### config.mk
export PLATFORM = sky130hd
export DESIGN_NAME = mux_scan_ctrl
export DESIGN_NICKNAME = d
export VERILOG_FILES = /design/src/rtl/mux_scan_pkg.sv /design/src/rtl/mux_scan_next_ch.sv /design/src/rtl/mux_scan_ctrl.sv
export SDC_FILE = /design/constraint.sdc
export NUM_CORES = 1
export LEC_CHECK = 0
export ABC_AREA = 0
export BUFFER_PORTS_ARGS = -buffer_cell sky130_fd_sc_hd__buf_2
export CELL_PAD_IN_SITES_DETAIL_PLACEMENT = 1
export CELL_PAD_IN_SITES_GLOBAL_PLACEMENT = 2
export CORE_MARGIN = 2
export CORE_UTILIZATION = 30
export CTS_BUF_LIST = sky130_fd_sc_hd__clkbuf_2 sky130_fd_sc_hd__clkbuf_4 sky130_fd_sc_hd__clkbuf_8
export CTS_CLUSTER_DIAMETER = 60
export DETAILED_ROUTE_END_ITERATION = 16
export MAX_ROUTING_LAYER = met4
export PLACE_DENSITY = 0.7
export SYNTH_ARGS = -nofsm -noshare
export SYNTH_HDL_FRONTEND = slang
export SYNTH_SLANG_ARGS = --single-unit
### constraint.sdc
create_clock -name clk -period 1.94 [get_ports clk]
set_input_delay 0.194 -clock clk [delete_from_list [all_inputs] [get_ports clk]]
set_output_delay 0.194 -clock clk [all_outputs]
set_load 0.05 [all_outputs]
### src/rtl/mux_scan_pkg.sv
// mux_scan_pkg: shared types and sizing helpers for the mux scan sequencer.
//   state_e   : scan FSM states (IDLE, SCAN)
//   sel_width : select width for a given channel count
package mux_scan_pkg;

  typedef enum logic {
    IDLE = 1'b0,
    SCAN = 1'b1
  } state_e;

  localparam int NUM_CH_DEF = 8;
  localparam int DWELL_DEF  = 2;

  function automatic int sel_width(input int n);
    return (n > 1) ? $clog2(n) : 1;
  endfunction

endpackage

### src/rtl/mux_scan_next_ch.sv
// mux_scan_next_ch: combinational channel picker for the scan sequencer.
//   i_mask   : channel enables
//   i_sel    : current channel
//   o_next   : lowest enabled channel strictly above i_sel
//   o_lowest : lowest enabled channel overall
//   o_last   : no enabled channel above i_sel
module mux_scan_next_ch #(
  parameter int NUM_CH = 8,
  parameter int SEL_W  = 3
) (
  input  logic [NUM_CH-1:0] i_mask,
  input  logic [SEL_W-1:0]  i_sel,
  output logic [SEL_W-1:0]  o_next,
  output logic [SEL_W-1:0]  o_lowest,
  output logic              o_last
);

  // Walk downwards so the final hit on each output is the lowest candidate.
  always_comb begin
    o_next   = '0;
    o_lowest = '0;
    o_last   = 1'b1;
    for (int i = NUM_CH - 1; i >= 0; i--) begin
      if (i_mask[i]) o_lowest = SEL_W'(i);
      if (i_mask[i] && (i > int'(i_sel))) begin
        o_next = SEL_W'(i);
        o_last = 1'b0;
      end
    end
  end

endmodule

### src/rtl/mux_scan_ctrl.sv
// mux_scan_ctrl: scans the enabled channels of an 8:1 mux in ascending order,
// holding each on sel for DWELL cycles, sampling mux_out at the end of the
// dwell, and publishing the whole scan as one snapshot with a valid pulse.
// Optional feature macro: MUX_SCAN_ABORT_EN (adds the abort input).
// Ports:
//   clk, rst_n  : clock, async active-low reset
//   start       : request a scan (IDLE only)
//   continuous  : latched with start; auto-restart after each scan
//   ch_mask     : channel enables, latched with start
//   abort       : (MUX_SCAN_ABORT_EN) drop the current scan, back to IDLE
//   sel         : mux select
//   mux_out     : mux output, combinational from sel
//   sample      : last completed snapshot
//   valid       : one-cycle pulse when sample updates
//   busy        : scan in progress
module mux_scan_ctrl
  import mux_scan_pkg::*;
#(
  parameter int NUM_CH = NUM_CH_DEF,
  parameter int SEL_W  = sel_width(NUM_CH),
  parameter int DWELL  = DWELL_DEF
) (
  input  logic              clk,
  input  logic              rst_n,
  input  logic              start,
  input  logic              continuous,
  input  logic [NUM_CH-1:0] ch_mask,
`ifdef MUX_SCAN_ABORT_EN
  input  logic              abort,
`endif
  output logic [SEL_W-1:0]  sel,
  input  logic              mux_out,
  output logic [NUM_CH-1:0] sample,
  output logic              valid,
  output logic              busy
);

  localparam int              CNT_W    = (DWELL > 1) ? $clog2(DWELL) : 1;
  localparam logic [CNT_W-1:0] DWELL_M1 = CNT_W'(DWELL - 1);

  state_e            r_state, w_state_nxt;
  logic [SEL_W-1:0]  r_sel, w_sel_nxt;
  logic [CNT_W-1:0]  r_cnt, w_cnt_nxt;
  logic [NUM_CH-1:0] r_mask, w_mask_nxt;
  logic              r_cont, w_cont_nxt;
  logic [NUM_CH-1:0] r_shadow, w_shadow_nxt;
  logic [NUM_CH-1:0] r_sample, w_sample_nxt;
  logic              r_valid, w_valid_nxt;
  logic [NUM_CH-1:0] w_snap;
  logic [NUM_CH-1:0] w_pick_mask;
  logic [SEL_W-1:0]  w_next, w_lowest;
  logic              w_last;
  logic              w_abort;

`ifdef MUX_SCAN_ABORT_EN
  assign w_abort = abort;
`else
  assign w_abort = 1'b0;
`endif

  // One picker serves both states: in IDLE it finds the first channel of the
  // incoming mask, in SCAN it walks the latched mask.
  assign w_pick_mask = (r_state == IDLE) ? ch_mask : r_mask;

  mux_scan_next_ch #(
    .NUM_CH (NUM_CH),
    .SEL_W  (SEL_W)
  ) u_next_ch (
    .i_mask   (w_pick_mask),
    .i_sel    (r_sel),
    .o_next   (w_next),
    .o_lowest (w_lowest),
    .o_last   (w_last)
  );

  always_comb begin
    w_state_nxt  = r_state;
    w_sel_nxt    = r_sel;
    w_cnt_nxt    = r_cnt;
    w_mask_nxt   = r_mask;
    w_cont_nxt   = r_cont;
    w_shadow_nxt = r_shadow;
    w_sample_nxt = r_sample;
    w_valid_nxt  = 1'b0;
    // Shadow plus the channel being captured this edge, so the final channel
    // lands in the snapshot without an extra cycle.
    w_snap        = r_shadow;
    w_snap[r_sel] = mux_out;
    case (r_state)
      IDLE: begin
        if (start) begin
          if (|ch_mask) begin
            w_state_nxt  = SCAN;
            w_mask_nxt   = ch_mask;
            w_cont_nxt   = continuous;
            w_sel_nxt    = w_lowest;
            w_cnt_nxt    = DWELL_M1;
            w_shadow_nxt = '0;
          end else begin
            w_sample_nxt = '0;
            w_valid_nxt  = 1'b1;
          end
        end
      end
      SCAN: begin
        if (w_abort) begin
          w_state_nxt = IDLE;
          w_sel_nxt   = '0;
          w_cnt_nxt   = '0;
        end else if (r_cnt != '0) begin
          w_cnt_nxt = r_cnt - 1'b1;
        end else begin
          w_shadow_nxt = w_snap;
          if (!w_last) begin
            w_sel_nxt = w_next;
            w_cnt_nxt = DWELL_M1;
          end else begin
            w_sample_nxt = w_snap;
            w_valid_nxt  = 1'b1;
            if (r_cont) begin
              w_sel_nxt    = w_lowest;
              w_cnt_nxt    = DWELL_M1;
              w_shadow_nxt = '0;
            end else begin
              w_state_nxt = IDLE;
              w_sel_nxt   = '0;
            end
          end
        end
      end
      default: w_state_nxt = IDLE;
    endcase
  end

  always_ff @(posedge clk or negedge rst_n) begin
    if (!rst_n) begin
      r_state  <= IDLE;
      r_sel    <= '0;
      r_cnt    <= '0;
      r_mask   <= '0;
      r_cont   <= 1'b0;
      r_shadow <= '0;
      r_sample <= '0;
      r_valid  <= 1'b0;
    end else begin
      r_state  <= w_state_nxt;
      r_sel    <= w_sel_nxt;
      r_cnt    <= w_cnt_nxt;
      r_mask   <= w_mask_nxt;
      r_cont   <= w_cont_nxt;
      r_shadow <= w_shadow_nxt;
      r_sample <= w_sample_nxt;
      r_valid  <= w_valid_nxt;
    end
  end

  assign sel    = r_sel;
  assign sample = r_sample;
  assign valid  = r_valid;
  assign busy   = (r_state == SCAN);

endmodule
---- After elaboration in Yosys (flattened, before gate mapping) ----
Index checks and enable logic that the tools add are counted.
word-level totals
  register bits after elaboration ......... 31
  bits in latches ......................... 0
  bits in writable memories ............... 0
  bits in read-only memories .............. 0
  input bits .............................. 13
  output and inout port bits .............. 13
  logic and storage cells ................. 95
  memories ................................ 0
operators by class
  $add $sub $neg .......................... 1
  multiply operators ...................... 0
  divide/modulo/power cells ............... 0
  order comparisons ....................... 9
  equal/unequal tests ..................... 5
  shift operators ......................... 0
  multiplexer cells ....................... 58
  bitwise gates (word level) .............. 1
  reduce and logical (&&, ||, !) cells .... 13
operator list
  operator                                                                         number
  8-bit two-way mux                                                                10
  3-bit two-way mux                                                                20
  8-bit one-hot mux with 2 select lines                                            2
  1-bit two-way mux                                                                20
  3-bit greater-than comparator (first input constant)                             4
  8-bit bitwise mux                                                                1
  1-bit logical AND                                                                8
  8-bit OR reduction                                                               1
  2-bit by 3-bit greater-than comparator with 1-bit output (first input constant)  2
  2-bit inequality test (second input constant)                                    3
  1-bit one-hot mux with 2 select lines                                            3
  3-bit one-hot mux with 2 select lines                                            1
  3-bit AND reduction                                                              2
  3-bit by 4-bit < comparator with 1-bit output (second input constant)            1
  2-bit by 1-bit inequality test with 1-bit output (second input constant)         2
  4-bit AND reduction                                                              1
  1-bit demux with 3-bit select                                                    1
  3-bit by 1-bit >= comparator with 1-bit output (second input constant)           1
  1-bit by 3-bit greater-than comparator with 1-bit output (first input constant)  1
  2-bit AND reduction                                                              1
  1-bit NOT                                                                        1
  1-bit subtractor (second input constant)                                         1

---- Depth between registers and ports, before layout ----
Gate-level depths: netlist of the first run.
  depth in word-level cells ............... 13
  gate-level depth with buffers ........... 9
  mapped depth without buffers ............ 6

---- Cells and area by module ----
Synthesis of the first run repeated with hierarchy kept, for this count alone.
second synthesis, totals
  cells, all modules ...................... 167
  area total of the unflattened synthesis .. 1885.6 µm²
modules (own cells, without submodules)
  module            times used  cells an instance  area an instance (µm²)  sequential area each (µm²)
  mux_scan_ctrl     1           128                1634.1                  775.7
  mux_scan_next_ch  1           39                 251.5                   0.0

---- Least setup slack after synthesis of the first run ----
No wires, ideal clock.
  path kind ............................... reg2reg
  start point ............................. register r_state, in the netlist busy
  end point ............................... register r_sample[0], in the netlist sample[0]
  library setup time ...................... 125 ps
  data arrival time ....................... 2165 ps
  data required time ...................... 1815 ps
  setup slack ............................. -350 ps
  stages on the path, launching flop included .. 8
  path buffers ............................ 1
  clock period less this slack ............ 2290 ps
  cells stage by stage .................... dfrtp_1 -> buf_6 -> mux2_2 -> a2bb2oi_4 -> and4_4 -> nand2_1 -> o21ai_4 -> mux2_4
between the ends
  longest elaborated chain between the ends .. 11
  elaborated cells on any way between the ends .. 22
  classes of those cells .................. 4 x eq/ne; 9 x mux; 1 x bitwise; 8 x reduce/logical
ends and longest elaborated chain
  what                                                               RTL line                text
  from (decl)                                                        mux_scan_ctrl.sv:41     state_e r_state, w_state_nxt;
  from (signal assigned)                                             mux_scan_ctrl.sv:146    r_state <= w_state_nxt;
  8-bit two-way mux                                                  mux_scan_ctrl.sv:63     assign w_pick_mask = (r_state == IDLE) ? ch_mask : r_mask;
  1-bit logical AND                                                  mux_scan_next_ch.sv:25  if (i_mask[i] && (i > int'(i_sel))) begin
  1-bit two-way mux (7 in a row)                                     mux_scan_next_ch.sv:25
  2-bit by 1-bit inequality test with 1-bit output (no source line)  n/a
  4-bit AND reduction (no source line)                               n/a
  to (signal assigned)                                               mux_scan_ctrl.sv:152    r_sample <= w_sample_nxt;
  to (decl)                                                          mux_scan_ctrl.sv:47     logic [NUM_CH-1:0] r_sample, w_sample_nxt;
Several ways; a longest one is shown, not always the timed one.
A chain may end at the register's enable or synchronous reset.

---- Worst setup path after layout of the first run ----
  start point ............................. register r_state, in the netlist busy
  end point ............................... register r_sample[4], in the netlist sample[4]
The elaborated chain is that of the path after synthesis.

==> metrics, run 1 <==
status finished, violations left; failing checks setup timing; first-pass GRT wire length 8769 um; via count 1601; Slew Viols, Final 0; fin cells 319; FFs w/ async S/R, synth 1.000; worst path cell trace buf_12 -> mux2_4 -> o2bb2a_4 -> and4_4 -> nand2_4 -> o21ai_4 -> mux2_4; largest net degree at the start of global routing 32; total die area 0.006716 sq mm; DP Wirelength 3883 um; Syn Inst Count 187; most used cell, CP mux2_4; worst hold path class in2reg; NumNets Final 256; reg2reg start busy; Core ar. 0.005886 sq mm; Max stage delay on crit path 0.43 ns; syn_area_per_cell 9.749 sq um; EDFF count, synth 0; Port Buffers 25; Setup crit end kind flop; met2 GRT Util 0.2846; Worst EP arrival 2.22 ns; Final Wtd Congestion 0.8627; Initial Util 0.3097; clk root buf clkbuf_8; Synth Flop Type dfrtp_1; most frequent cells in the layout nand2_1, buf_4, dfrtp_1; Worst Skew 0.006448 ns; Pleak 1.160 nW; final setup fails 11; Ys Warns 0; Post-Layout Inst Area 0.002396 sq mm; Crit Path Class reg2reg; most common cell after layout, fill and taps aside nand2_1; DP Area 0.002241 sq mm; clk slew on worst S/H paths 0.07 ns; Setup WS post-layout -0.1112 ns; clock sinks 31; Fillers 686; die width 81.95 um; DRC violations left 0; R2R setup slack -0.11 ns; Routed WL per cell 16.41 um; CTS tree done; crit-path max FO 5; critical path startpoint busy; post-synthesis net count 200; Worst Path Buf+Inv 1; Req. time, crit path 2.11 ns; post-DR vias/cell 5.019; Worst path slowest cell dfrtp_2; clock insertion delay at the later pin of the skew report 0.28 ns; Global Route Usage Sum 0.1810; final hold violations 0; # IOs 26; dpl cells 307; antenna violations before repair 0; CTS H-tree lvls 2; maximum clock frequency 487.5 MHz; total negative setup slack -1.006 ns; peak supply drop 0.0006581 V; GR met1 Demand/Resource 0.2421; Place WS -0.1637 ns; Num CTS Buffers 5; Area Growth Syn to Fin 31.43%; diode count 0; RSZ-0062 raised after global routing yes; pwr/cell area 1941 mW/mm^2; busiest layer in global routing met2; Final min period 2.051 ns; Max-Cap Viols 0; Slew headroom 0.5052; ANT nets after route 0; Core Rows 28; share of cells above drive strength 1 0.3934; Worst Setup Start Kind flop; #FFs+latches synth 31; Overflow after GRT 0; CTS Buffer Depth 2; Die H 81.95 um; Synth cell types 47; DR iter-0 viols 82; Final Cycle Share 1.057; min-delay src continuous; DRT Wirelength 5234 um; Slew @ Worst Pin 0.7422 ns; mapped cell area 0.001823 sq mm; sequential area share after synthesis 0.4255; critical path's top delay family multiplexers; first drt pass iteration count 4; met3 Usage GRT 0.03297; vias in the first global route 1706
==> final timing paths <==
kind                       cells past startpoint   endpoint
hold reg to reg                                2  r_mask[0]
min in group asynchronous                      2  r_mask[6]
hold / removal                                 3     r_cont
setup / recovery                               7  sample[4]
setup reg to reg                               7  sample[4]
max in group asynchronous                      2       busy
==> kinds of logic (layout without fill, tap and decap cells) <==
group / Yosys count / after routing / share of synthesized area
flip-flops: 31 / 31 / 0.4255
buffers and inverters: 14 / 70 / 0.03569
AND/OR/NAND/NOR: 78 / 78 / 0.1990
multiplexers: 22 / 22 / 0.1510
AO/OA/AOI/OAI: 42 / 43 / 0.1888
==> worst register-to-register path, delay by kind of cell, from the launching register on <==
| kind | cells | cell delay [ns] |
|---|---|---|
| AO/OA/AOI/OAI | 2 | 0.37 |
| flip-flops | 1 | 0.43 |
| AND/OR/NAND/NOR | 2 | 0.35 |
| multiplexers | 2 | 0.64 |
| buffers and inverters | 1 | 0.15 |
==> power breakdown <==
| part | switching (mW) | total (mW) | internal (mW) |
|---|---|---|---|
| combinational | 1.66 | 3.01 | 1.35 |
| sequential | 0.227 | 1.15 | 0.922 |
| clock | 0.248 | 0.493 | 0.245 |
| total | 2.14 | 4.65 | 2.51 |
==> per-layer routing <==
metal / vias to the layer above / wire, um
met1: 790 / 2575
met5: - / 0
li1: 780 / -
met3: 4 / 157
met4: 0 / 46
met2: 27 / 2454
==> Yosys cell counts, types with 2 or more instances <==
master,count,area [sq um]
inv_1,3,11.26
clkbuf_1,3,11.26
nand2_1,36,135.1
a21oi_1,9,45.04
nand3_1,2,10.01
o31a_1,2,17.52
nor2_1,18,67.56
or3_1,3,18.77
nor3b_1,3,22.52
buf_1,2,7.510
nor3_1,3,15.01
buf_2,4,20.02
nor2b_1,2,12.51
o21ai_0,5,25.02
nor4_1,2,12.51
nand3b_1,2,15.01
o21bai_1,2,15.01
a22o_1,9,78.83
mux2_4,10,150.1
mux2i_1,10,100.1
dfrtp_1,31,775.7
==> flip-flops by register name, summed over array words and instances (netlist names) <==
register and cells:
valid 1, sel 3, r_cnt 1, sample 8, r_mask 8, busy 1
r_cont 1, r_shadow 8
==> through the flow <==
step	power, mW	utilization	hold slack [ns]
6_report	4.652	0.4071	0.1282
3_5_place_dp	4.034	0.3807	0.3097
3_3_place_gp	3.981	0.3807	0.2962
5_1_grt	4.993	0.4071	0.1465
2_1_floorplan	3.076	-	-0.1016
4_1_cts	4.674	0.4058	0.1221
==> layout make-up <==
class	instances	area [sq um]	area share
clock buffer	5	68.82	0.02872
clock inverter	3	15.01	0.006266
inverter	4	15.01	0.006266
multi-input combinational	143	1037	0.4329
sequential	31	780.7	0.3258
tap	75	93.84	0.03916
timing repair buffer	58	385.4	0.1608
==> what timing repair did <==
item                       in CTS  in global routing
pin swaps                       6                  7
hold buffers                    1                  0
buffers inserted                3                  0
setup endpoints to repair      18                 20
cloned                          1                  0
hold endpoints to repair        1                  0
resized for setup               4                  3
Note: power is estimated with default switching activity, not from simulation.
==> inputs of run 2 (changes only) <==
CORE_MARGIN = 4   (was 2)
PLACE_DENSITY = 0.8   (was 0.7)
SLEW_MARGIN = 15   (was not set)
==> run 2 against run 1 <==
  * Sequential share of layout area down 0.57 points
  * Utilization is 0.48 points higher
  * Clock skew shrank 0.0027 ns
  * Routed wire length increased by 4.2%
  * Total power is 5.6% higher
  * Critical endpoint unchanged
  * Largest power group unchanged
  * The flow still finishes with violations (setup timing)
  * Largest cell class unchanged
  * Sequential power about the same
  * Fmax is 0.67% lower
==> metrics, run 2 (same netlist as run 1, synthesis figures left out) <==
Crit Path Class reg2reg; Core ar. 0.005921 sq mm; maximum clock frequency 484.2 MHz; Worst Path Buf+Inv 1; clk root buf clkbuf_8; Max-Cap Viols 0; fin cells 318; Worst path slowest cell dfrtp_2; DRC violations left 0; Worst Skew 0.003741 ns; Hold Slack 0.1079 ns; Final min period 2.065 ns; Final Cycle Share 1.065; Port Buffers 25; antenna violations before repair 0; Hold Crit Depth 3; Fillers 703; Slew Viols, Final 0; Slew headroom 0.5038; Final Wtd Congestion 0.9143; CTS tree done; R2R setup slack -0.13 ns; most used cell, CP mux2_4; peak supply drop 0.001012 V; Routed WL per cell 17.15 um; Slew @ Worst Pin 0.7443 ns; Req. time, crit path 2.12 ns; clock insertion delay at the later pin of the skew report 0.29 ns; post-DR vias/cell 5.041; total negative setup slack -1.350 ns; DRT Wirelength 5453 um; Area Growth Syn to Fin 33.77%; vias in the first global route 1783; Pleak 1.166 nW; Setup WS post-layout -0.1251 ns; DR iter-0 viols 48; most frequent cells in the layout nand2_1, buf_4, dfrtp_1; CTS H-tree lvls 2; dpl cells 303; final setup fails 18; Num CTS Buffers 5; critical path's top delay family multiplexers; via count 1603; pwr/cell area 2014 mW/mm^2; Worst Setup Start Kind flop; first-pass GRT wire length 9190 um; min-delay src continuous; total die area 0.007387 sq mm; worst hold path class in2reg; NumNets Final 255; Die H 85.95 um; ANT nets after route 0; Initial Util 0.3079; Max stage delay on crit path 0.43 ns; largest net degree at the start of global routing 32; reg2reg start busy; clk slew on worst S/H paths 0.07 ns; final hold violations 0; Overflow after GRT 0; Core Rows 28; met3 Usage GRT 0.03074; die width 85.95 um; DP Wirelength 3859 um; share of cells above drive strength 1 0.3868; R2R Path End sample[4]; busiest layer in global routing met2; fin util 0.4119; Hold Path End r_cont; crit-path max FO 5; Worst EP arrival 2.24 ns; PnR Total Power 4.911 mW; clock sinks 31; GR met1 Demand/Resource 0.2128; most common cell after layout, fill and taps aside nand2_1; # IOs 26; worst path cell trace buf_12 -> mux2_4 -> o2bb2a_4 -> and4_4 -> nand2_4 -> o21ai_4 -> mux2_4; status finished, violations left; failing checks setup timing; Global Route Usage Sum 0.1670; RSZ-0062 raised after global routing yes; first drt pass iteration count 4; Setup crit end kind flop; diode count 0; CTS Buffer Depth 2; met2 GRT Util 0.2663; reg2reg path depth 7
[run 2: worst max-delay path by stage]
stage,start,endpoint,slack (ns),cells past startpoint
finish,busy,sample[4],-0.13,7
global route,busy,sample[4],-0.18,7
CTS,busy,sample[4],-0.10,7
detailed placement,busy,sample[4],-0.19,6
global placement,busy,sample[3],-0.13,6
floorplan,busy,sample[0],-0.17,7
[run 2: worst min-delay path: stages]
cell and delay [ns]:
buf_2 0.08, nand2_1 0.03, o21ai_0 0.05
[run 2: area by class of cell]
cell class,count,area (sq um),area share
clock buffers,6,82.58,0.03386
clock inverters,2,35.03,0.01437
inverters,4,15.01,0.006157
multi-input cells,143,1054,0.4320
flip-flops and latches,31,780.7,0.3202
well taps,75,93.84,0.03848
repair buffers,57,377.9,0.1550
[run 2: stage by stage]
| stage | setup slack (ns) | instance area, sq um |
|---|---|---|
| 6_report | -0.1251 | 2439 |
| 4_1_cts | -0.1006 | 2435 |
| 2_1_floorplan | -0.1703 | 1847 |
| 5_1_grt | -0.1763 | 2439 |
| 3_5_place_dp | -0.1879 | 2211 |
| 3_3_place_gp | -0.1316 | 2211 |
[run 2: power breakdown]
group / total, mW / leakage (nW) / internal [mW] / switching [mW]
logic: 3.10 / 0.708 / 1.38 / 1.72
registers: 1.14 / 0.396 / 0.922 / 0.217
clock network: 0.676 / 0.0612 / 0.415 / 0.260
[run 2: routing by layer]
layer / up-vias / part of all wire / routed length [um]
met2: 16 / 0.49 / 2663
li1: 780 / - / -
met5: - / 0 / 0
met1: 801 / 0.48 / 2596
met3: 6 / 0.021 / 115
met4: 0 / 0.014 / 77
[run 2: what timing repair did]
item,4_1_cts,5_1_grt
setup buffers,6,0
endpoints found under the setup margin,19,20
resized for setup,6,2
pin swaps,14,1
hold buffers,1,0
endpoints found under the hold margin,31,0
cloned,1,0
